[config.mk]
export PLATFORM = sky130hd
export DESIGN_NAME = puf_response_collector_flat
export DESIGN_NICKNAME = d
export VERILOG_FILES = /design/src/rtl/puf_response_collector_if.sv /design/src/rtl/puf_response_collector.sv /design/src/flat_wrapper.sv
export SDC_FILE = /design/constraint.sdc
export NUM_CORES = 2
export LEC_CHECK = 0
export BUFFER_PORTS_ARGS = -buffer_cell sky130_fd_sc_hd__clkbuf_2
export CAP_MARGIN = 20
export CORE_UTILIZATION = 60
export CTS_CLUSTER_DIAMETER = 100
export DETAILED_ROUTE_END_ITERATION = 16
export GPL_ROUTABILITY_DRIVEN = 0
export PLACE_DENSITY = 0.77
export SKIP_LAST_GASP = 1
export SLEW_MARGIN = 0
export SYNTH_ARGS = -nofsm -noshare
export SYNTH_HDL_FRONTEND = slang
export SYNTH_SLANG_ARGS = --single-unit
export TNS_END_PERCENT = 1
[constraint.sdc]
create_clock -name clk -period 59.2 [get_ports clk]
set_input_delay 14.8 -clock clk [delete_from_list [all_inputs] [get_ports clk]]
set_output_delay 14.8 -clock clk [all_outputs]
set_load 0.05 [all_outputs]
[src/rtl/puf_response_collector_if.sv]
// Handshake and result bundle between the PUF cell array / firmware and the
// response collector.
interface puf_response_collector_if;
    logic         Collect_Go;
    logic         Resp_Valid;
    logic [7:0]   Resp_Data;
    logic         Resp_Ready;
    logic [4:0]   Resp_Sel;
    logic         Collect_Done;
    logic         Data_Valid;
    logic [255:0] data_out;
    logic [8:0]   Unstable_Count;

    modport master (
        output Collect_Go, Resp_Valid, Resp_Data,
        input  Resp_Ready, Resp_Sel, Collect_Done, Data_Valid, data_out, Unstable_Count
    );

    modport slave (
        input  Collect_Go, Resp_Valid, Resp_Data,
        output Resp_Ready, Resp_Sel, Collect_Done, Data_Valid, data_out, Unstable_Count
    );
endinterface

[src/rtl/puf_response_collector.sv]
// Reads NUM_READS full 256-bit PUF responses byte by byte and resolves each bit by
// temporal majority vote, counting bits whose reads were not unanimous.
module puf_response_collector #(
    parameter int unsigned NUM_READS = 5
) (
    input logic                     clk,
    input logic                     Reset,
    puf_response_collector_if.slave bus
);
    localparam int unsigned NUM_BYTES = 32;
    localparam int unsigned CW        = $clog2(NUM_READS + 1);

    localparam logic [CW-1:0] Half     = CW'(NUM_READS / 2);
    localparam logic [CW-1:0] Full     = CW'(NUM_READS);
    localparam logic [3:0]    LastPass = 4'(NUM_READS - 1);
    localparam logic [4:0]    LastByte = 5'(NUM_BYTES - 1);

    typedef enum logic [1:0] {StIdle, StCollect, StResolve, StDone} state_e;

    state_e                 state_q, state_d;
    logic [4:0]             byte_q, byte_d;
    logic [3:0]             pass_q, pass_d;
    logic [255:0][CW-1:0]   cnt_q, cnt_d;
    logic [255:0]           data_q, data_d;
    logic [8:0]             unstable_q, unstable_d;
    logic                   valid_q, valid_d;

    always_ff @(posedge clk or posedge Reset) begin
        if (Reset) begin
            state_q    <= StIdle;
            byte_q     <= '0;
            pass_q     <= '0;
            cnt_q      <= '0;
            data_q     <= '0;
            unstable_q <= '0;
            valid_q    <= 1'b0;
        end else begin
            state_q    <= state_d;
            byte_q     <= byte_d;
            pass_q     <= pass_d;
            cnt_q      <= cnt_d;
            data_q     <= data_d;
            unstable_q <= unstable_d;
            valid_q    <= valid_d;
        end
    end

    always_comb begin
        state_d    = state_q;
        byte_d     = byte_q;
        pass_d     = pass_q;
        cnt_d      = cnt_q;
        data_d     = data_q;
        unstable_d = unstable_q;
        valid_d    = valid_q;

        case (state_q)
            StIdle: begin
                if (bus.Collect_Go) begin
                    byte_d     = '0;
                    pass_d     = '0;
                    cnt_d      = '0;
                    data_d     = '0;
                    unstable_d = '0;
                    valid_d    = 1'b0;
                    state_d    = StCollect;
                end
            end
            StCollect: begin
                // Resp_Ready is high throughout this state, so Resp_Valid alone is the handshake.
                if (bus.Resp_Valid) begin
                    for (int b = 0; b < 8; b++) begin
                        cnt_d[{byte_q, 3'(b)}] = cnt_q[{byte_q, 3'(b)}] + CW'(bus.Resp_Data[b]);
                    end
                    byte_d = byte_q + 5'd1;
                    if (byte_q == LastByte) begin
                        pass_d = pass_q + 4'd1;
                        if (pass_q == LastPass) begin
                            pass_d  = '0;
                            state_d = StResolve;
                        end
                    end
                end
            end
            StResolve: begin
                for (int b = 0; b < 8; b++) begin
                    data_d[{byte_q, 3'(b)}] = cnt_q[{byte_q, 3'(b)}] > Half;
                    if (cnt_q[{byte_q, 3'(b)}] != '0 && cnt_q[{byte_q, 3'(b)}] < Full) begin
                        unstable_d = unstable_d + 9'd1;
                    end
                end
                byte_d = byte_q + 5'd1;
                if (byte_q == LastByte) begin
                    valid_d = 1'b1;
                    state_d = StDone;
                end
            end
            StDone: begin
                state_d = StIdle;
            end
            default: begin
                state_d = StIdle;
            end
        endcase
    end

    assign bus.Resp_Ready     = (state_q == StCollect);
    assign bus.Resp_Sel       = (state_q == StCollect) ? byte_q : 5'd0;
    assign bus.Collect_Done   = (state_q == StDone);
    assign bus.Data_Valid     = valid_q;
    assign bus.data_out       = data_q;
    assign bus.Unstable_Count = unstable_q;
endmodule

[src/flat_wrapper.sv]
// flat-port wrapper written by rule: the top's interface ports become plain ports
module puf_response_collector_flat 
#(
    parameter int unsigned NUM_READS = 5
)
  (clk, Reset, bus_Collect_Go, bus_Resp_Valid, bus_Resp_Data, bus_Resp_Ready, bus_Resp_Sel, bus_Collect_Done, bus_Data_Valid, bus_data_out, bus_Unstable_Count);
  puf_response_collector_if bus_i ();
  input logic clk;
  input logic Reset;
  input wire logic [$bits(bus_i.Collect_Go)-1:0] bus_Collect_Go;
  input wire logic [$bits(bus_i.Resp_Valid)-1:0] bus_Resp_Valid;
  input wire logic [$bits(bus_i.Resp_Data)-1:0] bus_Resp_Data;
  output wire logic [$bits(bus_i.Resp_Ready)-1:0] bus_Resp_Ready;
  output wire logic [$bits(bus_i.Resp_Sel)-1:0] bus_Resp_Sel;
  output wire logic [$bits(bus_i.Collect_Done)-1:0] bus_Collect_Done;
  output wire logic [$bits(bus_i.Data_Valid)-1:0] bus_Data_Valid;
  output wire logic [$bits(bus_i.data_out)-1:0] bus_data_out;
  output wire logic [$bits(bus_i.Unstable_Count)-1:0] bus_Unstable_Count;
  assign bus_i.Collect_Go = bus_Collect_Go;
  assign bus_i.Resp_Valid = bus_Resp_Valid;
  assign bus_i.Resp_Data = bus_Resp_Data;
  assign bus_Resp_Ready = bus_i.Resp_Ready;
  assign bus_Resp_Sel = bus_i.Resp_Sel;
  assign bus_Collect_Done = bus_i.Collect_Done;
  assign bus_Data_Valid = bus_i.Data_Valid;
  assign bus_data_out = bus_i.data_out;
  assign bus_Unstable_Count = bus_i.Unstable_Count;
  puf_response_collector #(.NUM_READS(NUM_READS)) u_core (.clk(clk), .Reset(Reset), .bus(bus_i));
endmodule
# Word-level counts from Yosys, hierarchy flattened

Cells that the tools add are included.

Flip-flop bits (word level): 1045
Input bits: 12
Output and inout bits: 273
Word-level logic and storage cells: 460

Add/subtract/negate cells: 18
Order comparisons: 32
Equality and inequality tests: 10
Mux-type cells: 104
Reduce and logical (&&, ||, !) cells: 34

Operators by type and width:

| cell                                                               | number |
|---|---|
| bitwise mux 768 bit                                                | 8 |
| bitwise mux 256 bit                                                | 8 |
| two-way mux 768 bit                                                | 2 |
| case mux 768 bit (2 select lines)                                  | 1 |
| case mux 256 bit (2 select lines)                                  | 1 |
| two-way mux 256 bit                                                | 1 |
| two-way mux 9 bit                                                  | 16 |
| binary-select mux 3 bit (select 5 bit)                             | 8 |
| demux 3 bit (select 5 bit)                                         | 8 |
| adder 9 x 1 -> 9 bit (second input constant)                       | 8 |
| < comparator 8 x 9 -> 1 bit (second input constant)                | 8 |
| greater-or-equal comparator 8 x 1 -> 1 bit (second input constant) | 8 |
| two-way mux 3 bit                                                  | 16 |
| demux 1 bit (select 5 bit)                                         | 8 |
| nonzero test 3 bit                                                 | 9 |
| adder 3 x 1 -> 3 bit                                               | 8 |
| > comparator 3 x 2 -> 1 bit (second input constant)                | 8 |
| < comparator 3 bit (second input constant)                         | 8 |
| case mux 9 bit (2 select lines)                                    | 1 |
| logical AND 1 bit                                                  | 16 |
| two-way mux 4 bit                                                  | 4 |
| two-way mux 5 bit                                                  | 3 |
| case mux 5 bit (3 select lines)                                    | 1 |
| two-way mux 1 bit                                                  | 10 |
| other kinds (18)                                                   | 29 |

# Longest topological paths before layout

Depth after elaboration: 27
Mapped depth: 36
Depth with buffers taken out: 33

# Worst setup path before layout

Ideal clock, no wire load.

Path type: flip-flop to output port
Start: register u_core.byte_q[1]
End: output port bus_Resp_Sel[1]
Arrival: 3.393 ns
Required time: 44.400 ns
Slack: 41.007 ns
Cell stages (with the launch flop): 13
Buffers on the path: 10
Cells stage by stage: dfrtp_1 -> buf_2 -> buf_6 -> buf_6 -> buf_6 -> buf_4 -> buf_2 -> buf_2 -> buf_2 -> buf_1 -> buf_1 -> inv_1 -> nor2_1

Word-level cells in the longest chain between the ends: 1

Ends and longest elaborated chain:

| what                   | line                          | text |
|---|---|---|
| start, declared        | puf_response_collector.sv:21  | `logic [4:0] byte_q, byte_d;` |
| start signal, assigned | puf_response_collector.sv:39  | `byte_q <= byte_d;` |
| two-way mux 5 bit      | puf_response_collector.sv:108 | `assign bus.Resp_Sel = (state_q == StCollect) ? byte_q : 5'd0;` |
| end, declared          | flat_wrapper.sv:14            | `output wire logic [$bits(bus_i.Resp_Sel)-1:0] bus_Resp_Sel;` |

Every way passes these cells.

# Worst setup path after layout

Start: register u_core.state_q[1]
End: output port bus_Resp_Sel[4]

Word-level cells in the longest chain between the ends: 2

Ends and longest elaborated chain:

| what                   | line                          | text |
|---|---|---|
| start, declared        | puf_response_collector.sv:20  | `state_e state_q, state_d;` |
| start signal, assigned | puf_response_collector.sv:30  | `state_q <= StIdle;` |
| start signal, assigned | puf_response_collector.sv:38  | `state_q <= state_d;` |
| == test 2 x 1 -> 1 bit | puf_response_collector.sv:108 |  |
| two-way mux 5 bit      | puf_response_collector.sv:108 |  |

Every way passes these cells.

==> results.yml <==
drt:
  wl_mm: 153
  route.detailed.drc: 0
  viasPerCell: 7.17
  vias: 36500
  ant_nets: 0
  first_pass_iters: 6
  drt_iter0_drc: 4886
  wl_per_cell_um: 30.2
setup_path:
  start_kind: "flop"
  cp.arrival_ns: 2.79
  required_ns: 44.40
  cp_max_fo: 24
  worst_setup_path_end_kind: "output port"
  path_class: "reg -> out"
global_route:
  globalRoute.busiestLayer: "met2"
  use_met1: 0.542
  use_met3: 0.133
  antenna_found_initial: 1
  grt_max_degree: 192
  grt_pass1_vias: 35200
  grt_util_met2: 0.569
  grt_overflow: 0
  track_usage: 0.395
  grt_first_pass_wirelength_mm: 230
timing:
  slew_headroom: 0.167
  setup_viol: 0
  tns_ns: 0
  worst_pin_slew_ns: 1.24
  worst_clock_skew_ns: 0.0455
  finalCriticalPeriod_ns: 17.59
  hold_viol: 0
  drv_slew: 0
  fmax_mhz: 56.9
  fin_crit_sh: 0.297
  rsz0062_at_grt: "false"
synth:
  yosys.area.top_type: "dfrtp_1"
  ys.flop_type: "dfrtp_1"
  synth.top_cell.area_share: 0.568
  ys_seq_area_frac: 0.568
  async_flop_share: 1.00
  yosys_register_bits: 1045
  synth.distinct_cells: 77
  yosys_warnings: 0
  syn_area_um2: 46000
  syn-mean-instance-area_um2: 12.1
  syn_inst: 3812
  synth_area_leaders: "dfrtp_1, a22o_1, mux2i_1"
  syn_nets: 3860
  synth_edf_count: 0
min_path:
  hold_path_class: "reg -> reg"
final_layout:
  multi_input_area_um2: 18700
  area_delta_synth_final_pct: 13.7
  layout_common_cells: "dfrtp_1, a22o_1, nand2_1"
  fillCellCount: 5301
  nNetsFinal: 4016
  fin_cells: 5089
  drive_gt1_frac: 0.183
  layout_commonest_cell: "dfrtp_1"
  seq_area_um2: 26200
power_and_ir_drop:
  swShare: 0.393
  clkPwrFrac: 0.264
  power_per_cell_area_nw_per_um2: 51.2
  leakagePower_nw: 24.6
  power_frac_comb: 0.388
  p_sw_mw: 1.05
  power.share.sequential: 0.348
  p_int_mw: 1.63
  max-vdd-ir-drop_v: 0.0000493
clock_tree:
  cts_hold_buf: 0
  cts_tree: "yes"
  cts_max_level: 3
  postCtsSetupRepairBufs: 0
  clk_pin_slew_worst_paths_ns: 0.07
  root_buffer: "clkbuf_16"
  clkSinkCount: 1045
  ctsResizeCount: 0
  clock_latency_ns: 0.69
  numCtsBuffers: 106
  clk_path_buf_depth: 3
floorplan:
  rows: 101
  coreArea_um2: 75900
  fp.dieW_um: 279
  initial_core_util: 0.606
  ioPinCount: 285
  fp.dieH_um: 279
  die_area_um2: 77800
run_status:
  outcome: "complete, no violations"
placed_design:
  numPlacedInstances: 4885
  hpwlAfterDp_mm: 92.0
  io_buffers: 284
run:
  drv_cap: 0
-- cell type report --
| type | instances | share of cell area |
|---|---|---|
| Clock buffer | 139 | 0.0565 |
| Sequential cell | 1045 | 0.500 |
| Inverter | 16 | 0.00129 |
| Antenna cell | 1 | 0.0000478 |
| Clock inverter | 59 | 0.0138 |
| Timing Repair Buffer | 398 | 0.0469 |
| Multi-Input combinational cell | 2401 | 0.357 |
| Tap cell | 1030 | 0.0246 |
-- per-layer routing --
metal	part of all wire	wire length (um)	up-vias
met3	0.13	20700	502
li1	-	-	14600
met1	0.37	57500	18600
met5	0	0	-
met4	0.050	7640	0
met2	0.44	67600	2736
-- critical path, cell delays in order, from the launching register on --
cell and delay, ns:
dfrtp_1 0.41, inv_1 0.13, ha_1 0.67, buf_4 0.40
and2_1 0.17, clkbuf_2 0.31
-- stage by stage --
stage / hold slack, ns / utilization / setup WS [ns] / power (mW) / area [um2]
floorplan: 0.436 / - / 14.99 / 1.63 / 46000
global placement: 0.460 / 0.638 / 41.50 / 1.89 / 48500
detailed placement: 0.467 / 0.639 / 41.49 / 1.94 / 48600
CTS: 0.481 / 0.688 / 41.63 / 2.64 / 52200
global route: 0.493 / 0.689 / 41.51 / 2.77 / 52300
finish: 0.477 / 0.689 / 41.61 / 2.68 / 52300
-- kinds of logic (layout without fill, tap and decap cells) --
| logic type | Yosys count | in the layout | share of synthesized area |
|---|---|---|---|
| compound gates | 1298 | 1298 | 0.214 |
| fa+ha+maj | 37 | 37 | 0.0100 |
| simple gates | 677 | 677 | 0.0677 |
| buf+inv | 366 | 612 | 0.0340 |
| xor+xnor | 65 | 65 | 0.0160 |
| mux | 324 | 324 | 0.0904 |
| flops | 1045 | 1045 | 0.568 |
| other cells | 0 | 1 | 0 |
-- flip-flops by register name (all words and copies together), names as in the netlist --
register,cells
u_core.bus.Data_Valid,1
u_core.bus.Unstable_Count,9
u_core.bus.data_out,256
u_core.byte_q,5
u_core.cnt_q,768
u_core.pass_q,4
u_core.state_q,2
-- synthesized netlist by cell type (all sizes together) (13+ instances only) --
cell and count:
a21o 37, a21oi 20, a22o 769, a22oi 36, and2 13, buf 69
clkbuf 281, dfrtp 1045, ha 36, inv 16, mux2i 250, mux4 72
nand2 415, nand3 52, nand4 21, nor2 57, nor4 33, o21ai 284
o22ai 120, xnor2 37, xor2 23
-- worst paths after layout --
path                       slack (ns)  depth (start not counted)                                 start                                  endpoint
setup / recovery                41.61                          5         u_core.state_q[1]$_DFFE_PP0P_                           bus_Resp_Sel[4]
hold / removal                   0.48                          2  u_core.bus.data_out[155]$_DFFE_PP0P_      u_core.bus.data_out[155]$_DFFE_PP0P_
setup reg to reg                49.40                         34          u_core.byte_q[1]$_DFFE_PP0P_  u_core.bus.Unstable_Count[8]$_DFFE_PP0P_
hold reg to reg                  0.48                          2  u_core.bus.data_out[155]$_DFFE_PP0P_      u_core.bus.data_out[155]$_DFFE_PP0P_
max in group asynchronous       42.28                          4                                 Reset              u_core.byte_q[1]$_DFFE_PP0P_
min in group asynchronous       14.31                          2                                 Reset              u_core.cnt_q[30]$_DFFE_PP0P_
-- power groups by stage --
| stage | logic, mW | clock network [mW] | registers [mW] |
|---|---|---|---|
| after floorplan | 0.719 | 0 | 0.908 |
| after global placement | 0.956 | 0 | 0.931 |
| after detailed placement | 1.00 | 0 | 0.935 |
| after CTS | 1.01 | 0.707 | 0.927 |
| after global routing | 1.09 | 0.737 | 0.944 |
| final | 1.04 | 0.708 | 0.933 |
(Power assumes the default switching activity.)
